[src/rtl/sha3_nonce_sequencer.sv]
// Job sequencer for the SHA3 scanner: walks a nonce range in scanner-sized chunks,
// resumes after every hit and queues in-range hits in a first-word-fall-through FIFO.
module sha3_nonce_sequencer #(
    parameter int INPUT_ELEMENTS = 20,
    parameter int NONCE_INDEX    = 19,
    parameter int RESULT_DEPTH   = 4
) (
    input  logic                           clk,
    input  logic                           rst,
    input  logic                           job_valid,
    output logic                           job_ready,
    input  logic [INPUT_ELEMENTS-1:0][31:0] job_blobby,
    input  logic [63:0]                    job_threshold,
    input  logic [31:0]                    job_first,
    input  logic [31:0]                    job_last,
    input  logic                           job_abort,
    input  logic                           scn_idle,
    input  logic                           scn_found,
    input  logic [31:0]                    scn_nonce,
    input  logic [31:0]                    scan_count,
    output logic                           scn_start,
    output logic [INPUT_ELEMENTS-1:0][31:0] scn_blobby,
    output logic [63:0]                    scn_threshold,
    output logic                           res_valid,
    input  logic                           res_ready,
    output logic [31:0]                    res_nonce,
    output logic                           busy,
    output logic                           job_done,
    output logic [15:0]                    found_count
);

    localparam int AW = $clog2(RESULT_DEPTH);

    localparam logic [2:0] S_IDLE   = 3'd0;
    localparam logic [2:0] S_LAUNCH = 3'd1;
    localparam logic [2:0] S_ACK    = 3'd2;
    localparam logic [2:0] S_RUN    = 3'd3;
    localparam logic [2:0] S_FINISH = 3'd4;

    logic [2:0]  state_reg;
    logic [31:0] cursor_reg;
    logic [31:0] last_reg;
    logic [63:0] threshold_reg;
    logic        start_reg;
    logic        abort_reg;
    logic [15:0] found_count_reg;
    logic [AW:0] wr_ptr_reg;
    logic [AW:0] rd_ptr_reg;
    logic [31:0] fifo_mem [RESULT_DEPTH];

    logic [31:0] chunk_len;
    logic        hit_ok;
    logic [32:0] next_nonce;
    logic        fifo_full;
    logic        fifo_pop;
    logic        fifo_push;
    logic        run_eval;
    logic        run_stop;
    logic        accept;

    // The nonce word of the template is always replaced by the cursor.
    logic unused_nonce_word;
    assign unused_nonce_word = ^job_blobby[NONCE_INDEX];

    assign accept     = (state_reg == S_IDLE) && job_valid;
    assign chunk_len  = (scan_count == 32'd0) ? 32'd1 : scan_count;
    assign hit_ok     = scn_found && (scn_nonce <= last_reg);
    assign next_nonce = hit_ok ? ({1'b0, scn_nonce} + 33'd1)
                               : ({1'b0, cursor_reg} + {1'b0, chunk_len});

    assign fifo_full = (wr_ptr_reg[AW] != rd_ptr_reg[AW]) &&
                       (wr_ptr_reg[AW-1:0] == rd_ptr_reg[AW-1:0]);
    assign res_valid = (wr_ptr_reg != rd_ptr_reg);
    assign fifo_pop  = res_valid && res_ready;
    assign res_nonce = res_valid ? fifo_mem[rd_ptr_reg[AW-1:0]] : 32'd0;

    // A full FIFO only blocks the chunk evaluation when this hit has to be stored.
    assign run_eval  = (state_reg == S_RUN) && scn_idle && (!hit_ok || !fifo_full || fifo_pop);
    assign fifo_push = run_eval && hit_ok;
    assign run_stop  = next_nonce[32] || (next_nonce[31:0] > last_reg) || abort_reg || job_abort;

    assign job_ready     = (state_reg == S_IDLE);
    assign busy          = (state_reg != S_IDLE);
    assign job_done      = (state_reg == S_FINISH);
    assign scn_start     = start_reg;
    assign scn_threshold = threshold_reg;
    assign found_count   = found_count_reg;

    generate
        for (genvar gi = 0; gi < INPUT_ELEMENTS; gi++) begin : g_word
            if (gi == NONCE_INDEX) begin : g_nonce
                assign scn_blobby[gi] = cursor_reg;
            end else begin : g_tmpl
                logic [31:0] word_reg;
                always_ff @(posedge clk or negedge rst) begin
                    if (!rst) begin
                        word_reg <= '0;
                    end else if (accept) begin
                        word_reg <= job_blobby[gi];
                    end
                end
                assign scn_blobby[gi] = word_reg;
            end
        end
    endgenerate

    always_ff @(posedge clk or negedge rst) begin
        if (!rst) begin
            state_reg       <= S_IDLE;
            cursor_reg      <= '0;
            last_reg        <= '0;
            threshold_reg   <= '0;
            start_reg       <= 1'b0;
            abort_reg       <= 1'b0;
            found_count_reg <= '0;
        end else begin
            start_reg <= 1'b0;
            // Abort is latched so a short pulse still ends the job at the chunk boundary.
            if (state_reg != S_IDLE && job_abort) begin
                abort_reg <= 1'b1;
            end
            case (state_reg)
                S_IDLE: begin
                    if (job_valid) begin
                        threshold_reg   <= job_threshold;
                        cursor_reg      <= job_first;
                        last_reg        <= job_last;
                        found_count_reg <= '0;
                        abort_reg       <= 1'b0;
                        state_reg       <= (job_first > job_last) ? S_FINISH : S_LAUNCH;
                    end
                end
                S_LAUNCH: begin
                    if (scn_idle) begin
                        start_reg <= 1'b1;
                        state_reg <= S_ACK;
                    end
                end
                S_ACK: begin
                    if (!scn_idle) begin
                        state_reg <= S_RUN;
                    end
                end
                S_RUN: begin
                    if (run_eval) begin
                        if (fifo_push && found_count_reg != 16'hFFFF) begin
                            found_count_reg <= found_count_reg + 16'd1;
                        end
                        if (run_stop) begin
                            state_reg <= S_FINISH;
                        end else begin
                            cursor_reg <= next_nonce[31:0];
                            state_reg  <= S_LAUNCH;
                        end
                    end
                end
                S_FINISH: state_reg <= S_IDLE;
                default:  state_reg <= S_IDLE;
            endcase
        end
    end

    always_ff @(posedge clk or negedge rst) begin
        if (!rst) begin
            wr_ptr_reg <= '0;
            rd_ptr_reg <= '0;
        end else begin
            if (fifo_push) begin
                wr_ptr_reg <= wr_ptr_reg + 1'b1;
            end
            if (fifo_pop) begin
                rd_ptr_reg <= rd_ptr_reg + 1'b1;
            end
        end
    end

    always_ff @(posedge clk) begin
        if (fifo_push) begin
            fifo_mem[wr_ptr_reg[AW-1:0]] <= scn_nonce;
        end
    end

endmodule

[config.mk]
export PLATFORM = sky130hd
export DESIGN_NAME = sha3_nonce_sequencer
export DESIGN_NICKNAME = d
export VERILOG_FILES = /design/src/rtl/sha3_nonce_sequencer.sv
export SDC_FILE = /design/constraint.sdc
export NUM_CORES = 1
export LEC_CHECK = 0
export ABC_AREA = 0
export CAP_MARGIN = 5
export CELL_PAD_IN_SITES_DETAIL_PLACEMENT = 0
export CELL_PAD_IN_SITES_GLOBAL_PLACEMENT = 1
export CORE_AREA = 2 2 617 619
export DETAILED_ROUTE_END_ITERATION = 10
export DIE_AREA = 0 0 619 621
export PLACE_DENSITY_LB_ADDON = 0.1
export REMOVE_ABC_BUFFERS = 1
export SYNTH_ARGS = -nofsm -noshare
export SYNTH_HDL_FRONTEND = slang
export SYNTH_SLANG_ARGS = --single-unit
[constraint.sdc]
create_clock -name clk -period 12.3 [get_ports clk]
set_input_delay 2.46 -clock clk [delete_from_list [all_inputs] [get_ports clk]]
set_output_delay 2.46 -clock clk [all_outputs]
set_load 0.02 [all_outputs]
==> results.yml, run 1 <==
yosys:
  post-synth-top-area-fraction_pct: 48.7
  netlist_instances: 4210
  ys.flop_type: "dfrtp_1"
  synth_area_leader_cell: "dfrtp_1"
  yosysWarnings: 0
  syn_area_sq_um: 39200
  ys_async_sr_fraction_pct: 85.6
  synth_area_leaders: "dfrtp_1 49%, nand2_1 20%, edfxtp_1 9.8%"
  ys_seq_area_share_pct: 58.5
  netlist_top_cells_count: "2129 x nand2_1, 763 x dfrtp_1, 208 x clkbuf_1"
  synth.distinct_cells: 67
  syn_area_per_cell_sq_um: 9.31
  synth_enable_flop_cells: 128
  yosysMostFrequentCell: "nand2_1"
  ys_ff_latch: 891
timing:
  rsz0062_at_grt: "false"
  timing.final.crit_share_pct: 77.3
  fmaxAchievable_ghz: 0.105
  worst_clock_skew_ns: 0.0583
  finalMaxSlewViolations: 0
  fin_crit_ns: 9.51
  finalHoldViolCount: 0
  setup_slack_ns: 2.79
  max_slew_margin_pct: 19.0
  worst_pin_slew_ns: 1.21
  setup_violations: 0
worst_setup_path:
  crit_fanout: 32
  cp.required_ns: 12.99
  end_kind: "flip-flop"
  critPathKind: "input pin to flip-flop"
  arrival_ns: 10.20
  cp-start-kind: "input pin"
placement:
  place_inst: 10600
  gp_congestion: 0.806
  io_buffer_count: 1563
  dp_hpwl_um: 227000
  dp_slack_ns: 1.80
detailed_routing:
  ant_nets: 0
  firstDrtPassIters: 5
  via_per_inst: 3.31
  via_count: 36000
  first_iter_violations: 1619
  drcViolationCount: 0
  wire_per_inst_um: 26.2
  wirelength_um: 285000
grt:
  track_usage_pct: 14.5
  met3_usage_pct: 5.52
  use_met1_pct: 14.9
  grt_pass1_vias: 37800
  busiest_layer: "met2"
  antenna_found_initial: 168
  met2_usage_pct: 27.7
  grt_pass1_wl_um: 375000
  grt-ovfl-total: 0
  grt_max_degree: 165
clock_network:
  cts_root_buffer: "clkbuf_16"
  clock-sinks: 891
  cts_setup_buffers: 0
  clk_pin_slew_ns: 0.06
  clk_path_buf_depth: 4
  htreeDepth: 4
  holdBufCountCts: 0
  cts_resized: 0
  cts_tree: "built"
  clock_latency_ns: 0.83
  numCtsBuffers: 143
cells_and_area:
  largest_register_ffs: 608
  fin_nets: 6710
  instances_no_fill: 10900
  drive_gt1_share_pct: 5.50
  syn_to_final_growth_pct: 66.7
floorplan:
  dieWidth_um: 619
  start_util_pct: 10.4
  rows: 226
  die_h_um: 621
  die_area_sq_um: 384000
  core_sq_um: 378000
  io_pins: 1596
pwr:
  p_per_area_nw_per_um2: 276
  vdd_drop_max_uv: 108
  p_leak_nw: 28.4
hold_path:
  worstHoldPathType: "flip-flop to flip-flop"
status:
  status: "finished clean"
flow_run:
  cap_violations: 0
[cells in the final DEF (no fill, tap or decap), types with 31 or more instances in the layout]
| cell type | Yosys | routed |
|---|---|---|
| a21oi_1 | 66 | 66 |
| buf_4 | 1 | 37 |
| clkbuf_1 | 208 | 35 |
| clkbuf_16 | 0 | 145 |
| clkbuf_8 | 0 | 34 |
| clkdlybuf4s50_1 | 0 | 1562 |
| dfrtp_1 | 763 | 762 |
| edfxtp_1 | 128 | 128 |
| ha_1 | 135 | 135 |
| inv_1 | 107 | 107 |
| mux2i_1 | 38 | 38 |
| mux4_2 | 32 | 32 |
| nand2_1 | 2129 | 2128 |
| nand3_1 | 44 | 44 |
| nor2_1 | 64 | 62 |
| nor2b_1 | 41 | 41 |
| o21ai_0 | 108 | 108 |
| xnor2_1 | 35 | 35 |
| xor2_1 | 31 | 31 |
[area by class of cell]
cell class	instances	area, sq um
multi-input cells	2983	15000
clock buffers	214	4230
inverters	107	402
well taps	5016	6280
repair buffers	1609	16100
diodes	24	60.1
fillers	42400	312000
clock inverters	32	319
flip-flops and latches	891	22900
[layer usage]
layer | part of all wire (%) | wire length [um] | up-vias
met3 | 8.2 | 23400 | 436
met5 | 0.35 | 1010 | -
met4 | 1.7 | 4810 | 156
li1 | - | - | 16600
met1 | 36 | 103000 | 17600
met2 | 54 | 153000 | 1110
[critical path, cell delays in order]
cell             delay [ns]
clkdlybuf4s50_1        0.53
nor4_1                 0.75
nand4_1                0.18
buf_4                  0.23
o21bai_1               0.15
ha_1                   0.20
inv_1                  0.07
fa_1                   0.40
nor2b_1                0.17
o211ai_1               0.15
a21o_1                 0.23
nand2_1                0.19
a21oi_1                0.10
buf_4                  0.17
o311ai_0               0.48
xnor2_1                0.23
o21ai_0                0.14
ha_1                   0.31
nand4_1                0.13
or3_1                  0.45
nor2_1                 0.24
nand4_1                0.18
or4_1                  0.49
o21ai_1                0.25
o211ai_2               0.23
o41ai_4                0.30
buf_12                 0.31
mux2_1                 0.36
[report_power, final]
group | internal [mW] | leakage, nW | total (mW) | switching (mW)
Clock | 2.44 | 2.23 | 4.13 | 1.70
Combinational | 3.45 | 15.5 | 9.03 | 5.58
Sequential | 4.16 | 10.7 | 4.88 | 0.722
Total | 10.0 | 28.4 | 18.0 | 8.00
[worst paths after layout]
check | end | slack [ns] | depth (start not counted) | startpoint
worst max-delay path | cursor_reg[0] | 2.79 | 28 | scan_count[17]
worst min-delay path | g_word[7].g_tmpl.word_reg[6] | 0.47 | 2 | g_word[7].g_tmpl.word_reg[6]
worst max register to register | cursor_reg[0] | 5.34 | 18 | last_reg[26]
worst min register to register | g_word[7].g_tmpl.word_reg[6] | 0.47 | 2 | g_word[7].g_tmpl.word_reg[6]
max in group asynchronous | rd_ptr_reg[0] | 8.11 | 4 | rst
min in group asynchronous | g_word[8].g_tmpl.word_reg[8] | 1.53 | 1 | rst
[kinds of logic (layout without fill, tap and decap cells)]
| family | Yosys count | count (layout) | synth area share (%) |
|---|---|---|---|
| XOR/XNOR | 66 | 66 | 1.47 |
| AO/OA/AOI/OAI | 282 | 282 | 4.49 |
| flip-flops | 891 | 891 | 58.5 |
| AND/OR/NAND/NOR | 2409 | 2409 | 24.4 |
| adder cells (fa/ha/maj) | 136 | 136 | 4.36 |
| buffers and inverters | 336 | 1962 | 3.29 |
| other | 0 | 24 | 0 |
| multiplexers | 90 | 90 | 3.52 |
[through the flow]
| stage | power, mW | instance area [sq um] | setup TNS, ns | util [%] | hold slack, ns |
|---|---|---|---|---|---|
| detailed placement | 14.3 | 60700 | 0 | 16.1 | 0.461 |
| global route | 19.3 | 65300 | 0 | 17.3 | 0.486 |
| floorplan | 9.77 | 38300 | -2058.42 | - | 0.462 |
| CTS | 18.7 | 65300 | 0 | 17.3 | 0.474 |
| finish | 18.0 | 65300 | 0 | 17.3 | 0.468 |
| global placement | 14.4 | 60700 | 0 | 16.1 | 0.457 |
Note: power is estimated with default switching activity, not from simulation.
==> inputs of run 2 (changes only) <==
==> constraint.sdc (replaced) <==
create_clock -name clk -period 8.9 [get_ports clk]
set_input_delay 1.78 -clock clk [delete_from_list [all_inputs] [get_ports clk]]
set_output_delay 1.78 -clock clk [all_outputs]
set_load 0.02 [all_outputs]
==> run 2 against run 1 <==
Effect of this change:
- via count increased by 0.97%
- largest cell class unchanged
- worst setup slack got worse by 2.4 ns
- register-to-register slack worse by 2.9 ns
- design area rose by 1.6%
- combinational power increased by 43%
- wire length up 0.51%
==> results.yml, run 2 (synthesized netlist as in run 1, its figures left out) <==
clock_network:
  cts_root_buffer: "clkbuf_16"
  clock-sinks: 891
  cts_setup_buffers: 0
  clock_latency_ns: 0.81
  htreeDepth: 4
  clk_pin_slew_ns: 0.06
  numCtsBuffers: 144
  clk_path_buf_depth: 4
  cts_tree: "built"
floorplan:
  die_h_um: 621
  io_pins: 1596
  die_area_sq_um: 384000
  start_util_pct: 10.4
  dieWidth_um: 619
  rows: 226
  core_sq_um: 378000
placement:
  place_inst: 10700
  io_buffer_count: 1563
  dp_hpwl_um: 230000
  dpl_cell_area_sq_um: 61600
  gp_congestion: 0.799
cells_and_area:
  syn_to_final_growth_pct: 69.3
  drive_gt1_share_pct: 7.26
  largest_register_ffs: 608
  fin_nets: 6823
  most-common-layout-cells: "2128 x nand2_1, 1562 x clkdlybuf4s50_1, 762 x dfrtp_1"
  final_common_cell: "nand2_1"
  instances_no_fill: 11000
  post-route-cell-area_sq_um: 66300
timing:
  finalMaxSlewViolations: 0
  max_slew_margin_pct: 19.1
  fin_crit_ns: 8.49
  finalHoldViolCount: 0
  worst_pin_slew_ns: 1.21
  rsz0062_at_grt: "false"
  fin_setup_tns_ns: 0
  setup_violations: 0
  timing.final.crit_share_pct: 95.4
  fmaxAchievable_ghz: 0.118
  worst_clock_skew_ns: 0.0493
detailed_routing:
  wire_per_inst_um: 26.1
  wirelength_um: 287000
  first_iter_violations: 1736
  via_per_inst: 3.30
  drcViolationCount: 0
  ant_nets: 0
  firstDrtPassIters: 5
  via_count: 36300
worst_setup_path:
  critPathKind: "input pin to flip-flop"
  cp-start-kind: "input pin"
  cp.required_ns: 9.61
  regToRegEndpoint: "cursor_reg[4]"
  crit_fanout: 23
  critPathMaxStageDelay_ns: 0.52
  path_common_cell: "buf_4"
  arrival_ns: 9.20
  crit_slowest_cell: "clkdlybuf4s50_1"
  reg2reg_from: "cursor_reg[16]"
  reg2reg_slack_ns: 2.47
  rr_worst_depth: 25
  end_kind: "flip-flop"
grt:
  grt-ovfl-total: 0
  grt_max_degree: 150
  grt_pass1_vias: 38100
  track_usage_pct: 14.5
  antenna_found_initial: 168
  grt_pass1_wl_um: 375000
hold_path:
  worstHoldPathType: "flip-flop to flip-flop"
  worstHoldStart: "g_word[7].g_tmpl.word_reg[15]"
  hold_depth: 2
  min_to: "g_word[7].g_tmpl.word_reg[15]"
pwr:
  p_switching_mw: 11.2
  p_sw_share_pct: 43.9
  p_leak_nw: 29.0
  seqPwrFrac_pct: 26.4
  power_mw: 25.4
  vdd_drop_max_uv: 126
  intPower_mw: 14.2
  p_per_area_nw_per_um2: 383
  p_comb_share_pct: 50.6
  pwr-share-clk_pct: 23.0
flow_run:
  cap_violations: 0
status:
  status: "finished clean"
## run 2: cell count changes in the layout (fill, tap and decap cells not counted), sizes merged
cell	change
buf	+112
clkinvlp	+1
clkbuf	-1
inv	-1
bufinv	+6
## run 2: layout make-up
type,count,area [sq um]
Multi-Input combinational cell,2983,15000
Antenna cell,24,60.1
Inverter,107,402
Timing Repair Buffer,1721,17000
Sequential cell,891,22900
Clock inverter,38,498
Fill cell,42300,311000
Tap cell,5016,6280
Clock buffer,213,4180
## run 2: stage by stage
stage	utilization [%]	setup WS [ns]	hold WS (ns)
after floorplan	-	-9.20	0.462
after global placement	16.3	-0.839	0.457
after detailed placement	16.3	-0.692	0.461
after CTS	17.5	0.203	0.475
after global routing	17.5	0.0816	0.487
final	17.6	0.410	0.469
## run 2: metal layers
| metal | vias to the layer above | track usage, % | routed length (um) |
|---|---|---|---|
| met2 | 1172 | 27.2 | 151000 |
| met4 | 162 | 3.37 | 8040 |
| met1 | 17700 | 14.6 | 101000 |
| met5 | - | 0 | 1010 |
| met3 | 460 | 6.10 | 25700 |
| li1 | 16900 | - | - |
## run 2: timing repair
action,in CTS,in global routing
endpoints found under the hold margin,0,0
setup endpoints to repair,0,4
gates resized for setup,0,2
hold buffers,0,0
## run 2: worst max-delay path by stage
stage / cells past startpoint / slack [ns] / startpoint / to
CTS: 32 / 0.20 / scan_count[20] / cursor_reg[4]
global route: 32 / 0.08 / scan_count[20] / cursor_reg[4]
detailed placement: 32 / -0.69 / scan_count[20] / cursor_reg[4]
global placement: 31 / -0.84 / scan_count[25] / cursor_reg[9]
finish: 31 / 0.41 / scan_count[24] / cursor_reg[4]
floorplan: 3 / -9.20 / job_valid / cursor_reg[0]
## run 2: power groups by stage
stage / clock network [mW] / logic (mW) / registers [mW]
after CTS: 6.16 / 13.4 / 6.74
after global routing: 6.28 / 13.9 / 6.93
after detailed placement: 0 / 13.3 / 6.77
after global placement: 0 / 13.4 / 6.75
final: 5.84 / 12.9 / 6.71
after floorplan: 0 / 5.00 / 8.50
## run 2: critical path, delay by kind of cell
family / cells / cell delay (ns)
muxes: 1 / 0.22
buffers and inverters: 8 / 1.90
AOI/OAI and AO/OA: 9 / 1.68
xor gates and xnor gates: 1 / 0.16
adders and majority gates: 3 / 0.87
and+or+nand+nor: 9 / 2.50
